--- config.mk ---
export PLATFORM = sky130hd
export DESIGN_NAME = decipher_ctrl_flat
export DESIGN_NICKNAME = d
export VERILOG_FILES = /design/src/rtl/decipher_ctrl_if.sv /design/src/rtl/decipher_ctrl.sv /design/src/flat_wrapper.sv
export SDC_FILE = /design/constraint.sdc
export NUM_CORES = 2
export LEC_CHECK = 0
export BUFFER_PORTS_ARGS = -buffer_cell sky130_fd_sc_hd__buf_4
export CAP_MARGIN = 20
export CORE_MARGIN = 2
export CORE_UTILIZATION = 37
export CTS_BUF_LIST = sky130_fd_sc_hd__clkbuf_2 sky130_fd_sc_hd__clkbuf_4 sky130_fd_sc_hd__clkbuf_8
export DETAILED_ROUTE_END_ITERATION = 7
export GPL_TIMING_DRIVEN = 1
export PLACE_DENSITY = 0.54
export SLEW_MARGIN = 15
export SYNTH_ARGS = -nofsm -noshare
export SYNTH_HDL_FRONTEND = slang
export SYNTH_SLANG_ARGS = --single-unit
--- constraint.sdc ---
create_clock -name clk -period 11.76 [get_ports clk]
set_input_delay 0.588 -clock clk [delete_from_list [all_inputs] [get_ports clk]]
set_output_delay 0.588 -clock clk [all_outputs]
set_load 0.01 [all_outputs]
--- src/rtl/decipher_ctrl_if.sv ---
// Stream pair between the front-end and decipher_ctrl: ciphertext in (s_*), plaintext out (m_*).
// Handshake: a beat transfers on the rising edge where valid && ready. The source holds valid and its payload until that edge, and valid never depends on ready.
interface decipher_ctrl_if #(
    parameter int BLK_W = 128,
    parameter int TAG_W = 8
);
    logic             s_valid;
    logic             s_ready;
    logic [BLK_W-1:0] s_data;
    logic [TAG_W-1:0] s_tag;
    logic             m_valid;
    logic             m_ready;
    logic [BLK_W-1:0] m_data;
    logic [TAG_W-1:0] m_tag;

    modport slave (
        input  s_valid, s_data, s_tag, m_ready,
        output s_ready, m_valid, m_data, m_tag
    );

    modport master (
        output s_valid, s_data, s_tag, m_ready,
        input  s_ready, m_valid, m_data, m_tag
    );
endinterface

--- src/rtl/decipher_ctrl.sv ---
// Sequencer and round-key server for the iterative AES decipher core.
// Holds the key schedule, launches one block at a time and returns plaintext with its tag.
module decipher_ctrl #(
    parameter int NR    = 10,
    parameter int RND_W = 4,
    parameter int BLK_W = 128,
    parameter int KEY_W = 128,
    parameter int TAG_W = 8
) (
    input  logic                 clk,
    input  logic                 reset,
    input  logic                 key_wr_en,
    input  logic [RND_W-1:0]     key_wr_addr,
    input  logic [KEY_W-1:0]     key_wr_data,
    input  logic                 key_commit,
    output logic                 key_ready,
    output logic                 key_err,
    decipher_ctrl_if.slave       strm,
    output logic                 core_en,
    output logic [BLK_W-1:0]     core_ciphertext,
    output logic [KEY_W-1:0]     core_round_key,
    input  logic [RND_W-1:0]     core_round_no,
    input  logic [BLK_W-1:0]     core_plaintext,
    input  logic                 core_en_o,
    output logic                 busy,
    output logic                 dbg_state
);
    typedef enum logic {
        ST_IDLE = 1'b0,
        ST_RUN  = 1'b1
    } state_t;

    localparam logic [RND_W-1:0] LP_NR = RND_W'(NR);

    state_t           r_state;
    logic [TAG_W-1:0] r_tag;
    logic [KEY_W-1:0] r_key_mem [0:NR];

    logic w_idle;
    logic w_wr_ok;
    logic w_commit_ok;
    logic w_key_err;
    logic w_s_fire;

    assign w_idle      = (r_state == ST_IDLE);
    assign w_wr_ok     = key_wr_en && w_idle && (key_wr_addr <= LP_NR);
    assign w_commit_ok = key_commit && w_idle && !key_wr_en;
    assign w_key_err   = (key_wr_en && !w_wr_ok) || (key_commit && !w_idle);

    // A pending key write blocks acceptance, so a block never starts on a half-written schedule.
    assign strm.s_ready = w_idle && key_ready && !key_wr_en
                          && (!strm.m_valid || strm.m_ready);
    assign w_s_fire     = strm.s_valid && strm.s_ready;
    assign dbg_state    = r_state;

    // Key store is deliberately not reset; key_ready gates its use.
    always_ff @(posedge clk) begin
        if (w_wr_ok) begin
            r_key_mem[key_wr_addr] <= key_wr_data;
        end
    end

    always_ff @(posedge clk) begin
        if (reset) begin
            core_round_key <= '0;
        end else if (core_round_no <= LP_NR) begin
            core_round_key <= r_key_mem[core_round_no];
        end else begin
            core_round_key <= '0;
        end
    end

    always_ff @(posedge clk) begin
        if (reset) begin
            r_state         <= ST_IDLE;
            r_tag           <= '0;
            key_ready       <= 1'b0;
            key_err         <= 1'b0;
            core_en         <= 1'b0;
            core_ciphertext <= '0;
            busy            <= 1'b0;
            strm.m_valid    <= 1'b0;
            strm.m_data     <= '0;
            strm.m_tag      <= '0;
        end else begin
            core_en <= 1'b0;
            key_err <= w_key_err;

            if (w_wr_ok) begin
                key_ready <= 1'b0;
            end else if (w_commit_ok) begin
                key_ready <= 1'b1;
            end

            if (strm.m_valid && strm.m_ready) begin
                strm.m_valid <= 1'b0;
            end

            case (r_state)
                ST_IDLE: begin
                    if (w_s_fire) begin
                        core_ciphertext <= strm.s_data;
                        r_tag           <= strm.s_tag;
                        core_en         <= 1'b1;
                        busy            <= 1'b1;
                        r_state         <= ST_RUN;
                    end
                end
                ST_RUN: begin
                    // Acceptance guaranteed the output register is free by now.
                    if (core_en_o) begin
                        strm.m_data  <= core_plaintext;
                        strm.m_tag   <= r_tag;
                        strm.m_valid <= 1'b1;
                        busy         <= 1'b0;
                        r_state      <= ST_IDLE;
                    end
                end
                default: r_state <= ST_IDLE;
            endcase
        end
    end

    a_core_en_pulse: assert property (@(posedge clk) disable iff (reset) core_en |=> !core_en);
    a_no_accept_busy: assert property (@(posedge clk) disable iff (reset) busy |-> !strm.s_ready);
endmodule
--- src/flat_wrapper.sv ---
// flat-port wrapper written by rule: the top's interface ports become plain ports
module decipher_ctrl_flat 
#(
    parameter int NR    = 10,
    parameter int RND_W = 4,
    parameter int BLK_W = 128,
    parameter int KEY_W = 128,
    parameter int TAG_W = 8
)
  (clk, reset, key_wr_en, key_wr_addr, key_wr_data, key_commit, key_ready, key_err, core_en, core_ciphertext, core_round_key, core_round_no, core_plaintext, core_en_o, busy, dbg_state, strm_s_valid, strm_s_data, strm_s_tag, strm_m_ready, strm_s_ready, strm_m_valid, strm_m_data, strm_m_tag);
  decipher_ctrl_if #(.BLK_W(BLK_W), .TAG_W(TAG_W)) strm_i ();
  input  logic clk;
  input  logic reset;
  input  logic key_wr_en;
  input  logic [RND_W-1:0] key_wr_addr;
  input  logic [KEY_W-1:0] key_wr_data;
  input  logic key_commit;
  output logic key_ready;
  output logic key_err;
  output logic core_en;
  output logic [BLK_W-1:0] core_ciphertext;
  output logic [KEY_W-1:0] core_round_key;
  input  logic [RND_W-1:0] core_round_no;
  input  logic [BLK_W-1:0] core_plaintext;
  input  logic core_en_o;
  output logic busy;
  output logic dbg_state;
  input wire logic [$bits(strm_i.s_valid)-1:0] strm_s_valid;
  input wire logic [$bits(strm_i.s_data)-1:0] strm_s_data;
  input wire logic [$bits(strm_i.s_tag)-1:0] strm_s_tag;
  input wire logic [$bits(strm_i.m_ready)-1:0] strm_m_ready;
  output wire logic [$bits(strm_i.s_ready)-1:0] strm_s_ready;
  output wire logic [$bits(strm_i.m_valid)-1:0] strm_m_valid;
  output wire logic [$bits(strm_i.m_data)-1:0] strm_m_data;
  output wire logic [$bits(strm_i.m_tag)-1:0] strm_m_tag;
  assign strm_i.s_valid = strm_s_valid;
  assign strm_i.s_data = strm_s_data;
  assign strm_i.s_tag = strm_s_tag;
  assign strm_i.m_ready = strm_m_ready;
  assign strm_s_ready = strm_i.s_ready;
  assign strm_m_valid = strm_i.m_valid;
  assign strm_m_data = strm_i.m_data;
  assign strm_m_tag = strm_i.m_tag;
  decipher_ctrl #(.NR(NR), .RND_W(RND_W), .BLK_W(BLK_W), .KEY_W(KEY_W), .TAG_W(TAG_W)) u_core (.clk(clk), .reset(reset), .key_wr_en(key_wr_en), .key_wr_addr(key_wr_addr), .key_wr_data(key_wr_data), .key_commit(key_commit), .key_ready(key_ready), .key_err(key_err), .strm(strm_i), .core_en(core_en), .core_ciphertext(core_ciphertext), .core_round_key(core_round_key), .core_round_no(core_round_no), .core_plaintext(core_plaintext), .core_en_o(core_en_o), .busy(busy), .dbg_state(dbg_state));
endmodule
Word level (Yosys, flattened, before mapping) --
Memories as Yosys holds them, arrays and structs flattened. A register that Yosys moved wholly into a read port is not among the register bits. Index checks and enable logic that the tools add are counted.
Word-level totals: word-level logic and storage cells 50, input port bits 407, bits in registers 278, memories 1, bits in writable memories 1408
Cells by class: equal/unequal tests 2, order comparisons 2, reduce and logical (&&, ||, !) cells 22, bitwise logic cells 2, muxes and demuxes 11
Memory list:
- u_core.r_key_mem | depth 11, width 128, rd ports 1, clocked after Yosys merged registers in 1, write ports 1, line decipher_ctrl.sv:37 | logic [KEY_W-1:0] r_key_mem [0:NR];
Operators with widths (count):
- logical AND 1 bit | 11
- 2-to-1 mux 1 bit | 9
- <= comparator 4 bit, second input constant | 2
- AND reduction 2 bit | 3
- OR reduction 2 bit | 3
- != test 2 bit, second input constant | 2
- case mux 1 bit (2 select lines) | 2
- logical NOT 1 bit | 3
- logical OR 1 bit | 2
- inverter 1 bit | 2

Longest topological paths before layout --
depth in word-level cells 7, mapped depth 8, depth with buffers taken out 4

Least setup slack after synthesis --
No wires, ideal clock.
path type input port to flip-flop, start point in key_wr_en, end point mem u_core.r_key_mem[8][0] (enable), path slack 1.281 ns, buffers on the path 0, data required time 10.986 ns, stages on the path 3, arrival 9.705 ns, cell sequence nand2b_1 or3b_1 nor3_1
Between the ends: longest elaborated chain between the ends 4
RTL lines:
- start, declared | line flat_wrapper.sv:14 | input logic key_wr_en;
- logical AND 1 bit (2 in a row) | line decipher_ctrl.sv:46 | assign w_wr_ok = key_wr_en && w_idle && (key_wr_addr <= LP_NR);
- 2-to-1 mux 1 bit | line decipher_ctrl.sv:58 | if (w_wr_ok) begin
- 2-to-1 mux 1 bit (implied by the code) | line decipher_ctrl.sv:59 | r_key_mem[key_wr_addr] <= key_wr_data;
- end, declared | line decipher_ctrl.sv:37
No other way between the ends.

Worst setup path in the final report --
start point reg u_core.r_state (netlist: u_core.dbg_state), end point mem u_core.r_key_mem[3][99] (enable)
Between the ends: longest elaborated chain between the ends 5
RTL lines:
- start, declared | line decipher_ctrl.sv:35 | state_t r_state;
- start signal, assigned | line decipher_ctrl.sv:75 | r_state <= ST_IDLE;
- start signal, assigned | line decipher_ctrl.sv:106 | r_state <= ST_RUN;
- start signal, assigned | line decipher_ctrl.sv:116 | r_state <= ST_IDLE;
- inverter 1 bit | line decipher_ctrl.sv:45 | assign w_idle = (r_state == ST_IDLE);
- logical AND 1 bit (2 in a row) | line decipher_ctrl.sv:46
- 2-to-1 mux 1 bit | line decipher_ctrl.sv:58
- 2-to-1 mux 1 bit (implied by the code) | line decipher_ctrl.sv:59
No other way between the ends.

==> impl_results.md <==
* Worst IR Drop VDD at 0.1376 mV
* Nets at 5755
* Mapped Area at 65290 um^2
* Clk Latency, worst-skew pair at 1.02 ns
* Sw Pwr at 2.957 mW
* Drt pass-1 iters at 6
* Switch share at 0.2172
* Synth Area in Compound Gates at 0.06338
* Util after Layout at 0.4814
* Synth Area in XOR/XNOR at 0
* Filler cells at 15290
* Area grow syn2layout at 29.57%
* DRT antenna net count at 0
* Total wire length after detailed routing at 197900 um
* WL met2 at 97560 um
* Count of state elements after synthesis at 1814
* Crit Path Max Fanout at 41
* Finish-stage setup viols at 0
* TritonCTS clock tree: done
* Total power at 13.62 mW
* Port bufs at 805
* Category of the most critical setup path: flip-flop to flip-flop
* RSZ-0062 raised after global routing: false
* Hold path startpoint: strm_s_data[5]
* Gate power share at 0.057
* P_int at 10.66 mW
* Mean Syn Cell Area at 16.53 um^2
* Clock root buffer: clkbuf_8
* Fmax at 276.1 MHz
* Sequential Power Share at 0.518
* Vias in the first global route at 40810
* Setup TNS Final at 0 ns
* Routed length on met3 at 12050 um
* Die area at 179800 um^2
* Reg-to-Reg Start: u_core.dbg_state
* Final Worst Setup Slack at 8.138 ns
* Outcome: finished, final reports clean
* WP data arrival at 4.21 ns
* Ys Warns at 0
* Die Ht at 424.1 um
* Synth Area in Adders at 0
* Rel. slew slack at 0.2710
* CTS Buf Count at 322
* Final slew viol count at 0
* Final Hold Fails at 0
* PwrDens at 161.0 nW/um^2
* Power share of the clock group at 0.425
* Post-synthesis mux area share at 0.1033
* Via count at 40110
* Post-DP HPWL at 115100 um
* CTS Sinks at 1814
* Starting density of the core at 0.3715
* Simple-gate area share of the yosys netlist at 0.04188
* First-pass GRT wire length at 282400 um
* Fin area at 84590 um^2
* Starting DRC count in detailed routing at 2890
* Largest family of logic cells by synthesized area: multiplexers
* Maxcap violations at 0
* Clock slew seen by the registers of the worst setup and hold paths at 0.06 ns
* Die W at 424.1 um
* Largest net degree at the start of global routing at 187
* Area post-placement at 73680 um^2
* Clock skew at 0.06545 ns
* Post-Syn Nets at 4357
* LEAKAGE at 30.74 nW
* Grt total ovfl at 0
* Num rows at 154
* DRC at 0
* Share of cells above drive strength 1 at 0.2759
* # IOs at 806
* Max Used Layer: met5
* Min cycle time layout at 3.622 ns
* GPL Wtd Cong at 0.8539
* Initial antenna violation count at 28
* Met1 wire length at 81130 um
* Gr usage total at 0.2142
* Syn Inst Count at 3950
* Startpoint types: flip-flop
* Worst Setup SP: u_core.dbg_state
* Register area share after synthesis at 0.7721
* Netlist cell types at 32
* Routed len/inst at 24.92 um
* Core ar. at 175700 um^2
* Worst endpoint required time at 12.34 ns
* Worst-Margin Slew at 1.093 ns
* Vias per inst at 5.050
* Setup crit end kind: flip-flop
* Final period utilization at 0.3080
* CTS-repair resized insts at 0
* Clock buffer depth at 4
* H-tree levels at 5
* Setup slack at placement at 7.187 ns
* Hold Crit Class: input port to flip-flop
-- sequential cells by signal, summed over array words and instances, names as in the netlist --
signal,count
u_core.r_key_mem,1408
u_core.dbg_state,1
u_core.strm.m_data,128
u_core.key_ready,1
u_core.r_tag,8
u_core.key_err,1
u_core.strm.m_valid,1
u_core.core_en,1
u_core.core_ciphertext,128
u_core.busy,1
u_core.core_round_key,128
u_core.strm.m_tag,8
-- logic make-up after synthesis --
family	Yosys count
compound gates	665
buf+inv	248
flops	1814
mux	514
simple gates	709
-- repair_timing --
| item | 4_1_cts | 5_1_grt |
|---|---|---|
| hold buffers | 451 | 0 |
| buffers inserted | 0 | 0 |
| hold endpoints to repair | 1675 | 0 |
-- cells in the mapped netlist --
| cell | number | area share |
|---|---|---|
| edfxtp_1 | 1408 | 0.65 |
| nand2_1 | 678 | 0.039 |
| dfxtp_1 | 406 | 0.12 |
| mux2i_1 | 386 | 0.059 |
| a21oi_1 | 278 | 0.021 |
| mux4_2 | 128 | 0.044 |
| a221o_1 | 127 | 0.019 |
| o22ai_1 | 127 | 0.012 |
| clkbuf_1 | 124 | 0.0071 |
| o21ai_0 | 101 | 0.0077 |
| buf_2 | 70 | 0.0054 |
| buf_6 | 31 | 0.0053 |
| o21ai_1 | 29 | 0.0022 |
| buf_1 | 20 | 0.0011 |
| nor2_1 | 11 | 0.00063 |
| nand2b_1 | 6 | 0.00058 |
| nor3_1 | 3 | 0.00023 |
| buf_4 | 2 | 0.00023 |
| nor2b_1 | 2 | 0.00019 |
| a2111oi_2 | 1 | 0.00023 |
| and2_1 | 1 | 0.000096 |
| and3_1 | 1 | 0.000096 |
| and4_1 | 1 | 0.00013 |
| inv_2 | 1 | 0.000057 |
| nand2_4 | 1 | 0.00017 |
| nand4_1 | 1 | 0.000096 |
| nor3_4 | 1 | 0.00025 |
| nor3b_2 | 1 | 0.00019 |
| o21bai_1 | 1 | 0.00012 |
| o31ai_1 | 1 | 0.00012 |
| or3_1 | 1 | 0.000096 |
| or3b_1 | 1 | 0.00013 |
-- cells in the final DEF, fill, tap and decap left out, types with 2 or more instances in the layout --
| cell | count |
|---|---|
| mux4_2 | 128 |
| o21ai_0 | 101 |
| mux2i_1 | 386 |
| clkinvlp_4 | 5 |
| buf_8 | 4 |
| a21oi_1 | 278 |
| dlygate4sd3_1 | 451 |
| a221o_1 | 127 |
| bufinv_16 | 4 |
| clkbuf_8 | 355 |
| buf_12 | 3 |
| nor2b_1 | 2 |
| clkinv_2 | 12 |
| edfxtp_1 | 1408 |
| nand2b_1 | 5 |
| nor2_4 | 8 |
| diode_2 | 21 |
| nor2_1 | 3 |
| nor3_2 | 3 |
| nand2_1 | 677 |
| clkinv_1 | 36 |
| o21ai_1 | 29 |
| inv_6 | 5 |
| clkinv_4 | 2 |
| o22ai_1 | 127 |
| dfxtp_1 | 406 |
| buf_4 | 863 |
| clkbuf_4 | 139 |
-- layer usage --
layer  vias to the layer above  global-route usage
met4                        10             0.08422
met2                      1303              0.3578
met3                       338             0.05043
met5                         -                   0
met1                     20450              0.2686
li1                      18010                   -
-- final timing paths --
| check | to | slack (ns) | cells past startpoint |
|---|---|---|---|
| worst max-delay path | u_core.r_key_mem[3][99] | 8.14 | 5 |
| worst min-delay path | u_core.core_ciphertext[5] | 0.16 | 3 |
| worst max register to register | u_core.r_key_mem[3][99] | 8.14 | 5 |
| worst min register to register | u_core.strm.m_data[121] | 0.45 | 2 |
-- layout make-up --
cell class,instances,area (um^2),area share
clock inverters,64,414.1,0.004896
flip-flops and latches,1814,50410,0.5959
well taps,2340,2928,0.03461
multi-input cells,1888,13740,0.1624
clock buffers,494,5929,0.07010
inverters,1,3.754,0.00004437
diodes,21,52.55,0.0006212
repair buffers,1321,11110,0.1314
-- stage by stage --
stage / cells / hold slack [ns]
finish: 7943 / 0.1563
global route: 7937 / 0.06315
CTS: 7922 / 0.0006002
detailed placement: 6913 / 0.4472
global placement: 6913 / 0.4394
floorplan: 3950 / 0.4321
-- worst max-delay path, cell delays in order (launching register included) --
cell and delay (ns):
dfxtp_1 0.41, nand2b_1 0.21, or3_1 0.51, nor2_4 0.51, buf_4 0.71, buf_4 0.77
-- power groups by stage --
stage | registers, mW | logic (mW) | clock network (mW)
after floorplan | 7.20 | 0.289 | 0
after global placement | 7.19 | 0.657 | 0
after detailed placement | 7.19 | 0.664 | 0
after CTS | 7.05 | 0.794 | 5.94
after global routing | 7.05 | 0.838 | 6.23
final | 7.05 | 0.781 | 5.78
Power figures use the tool's default switching activity.
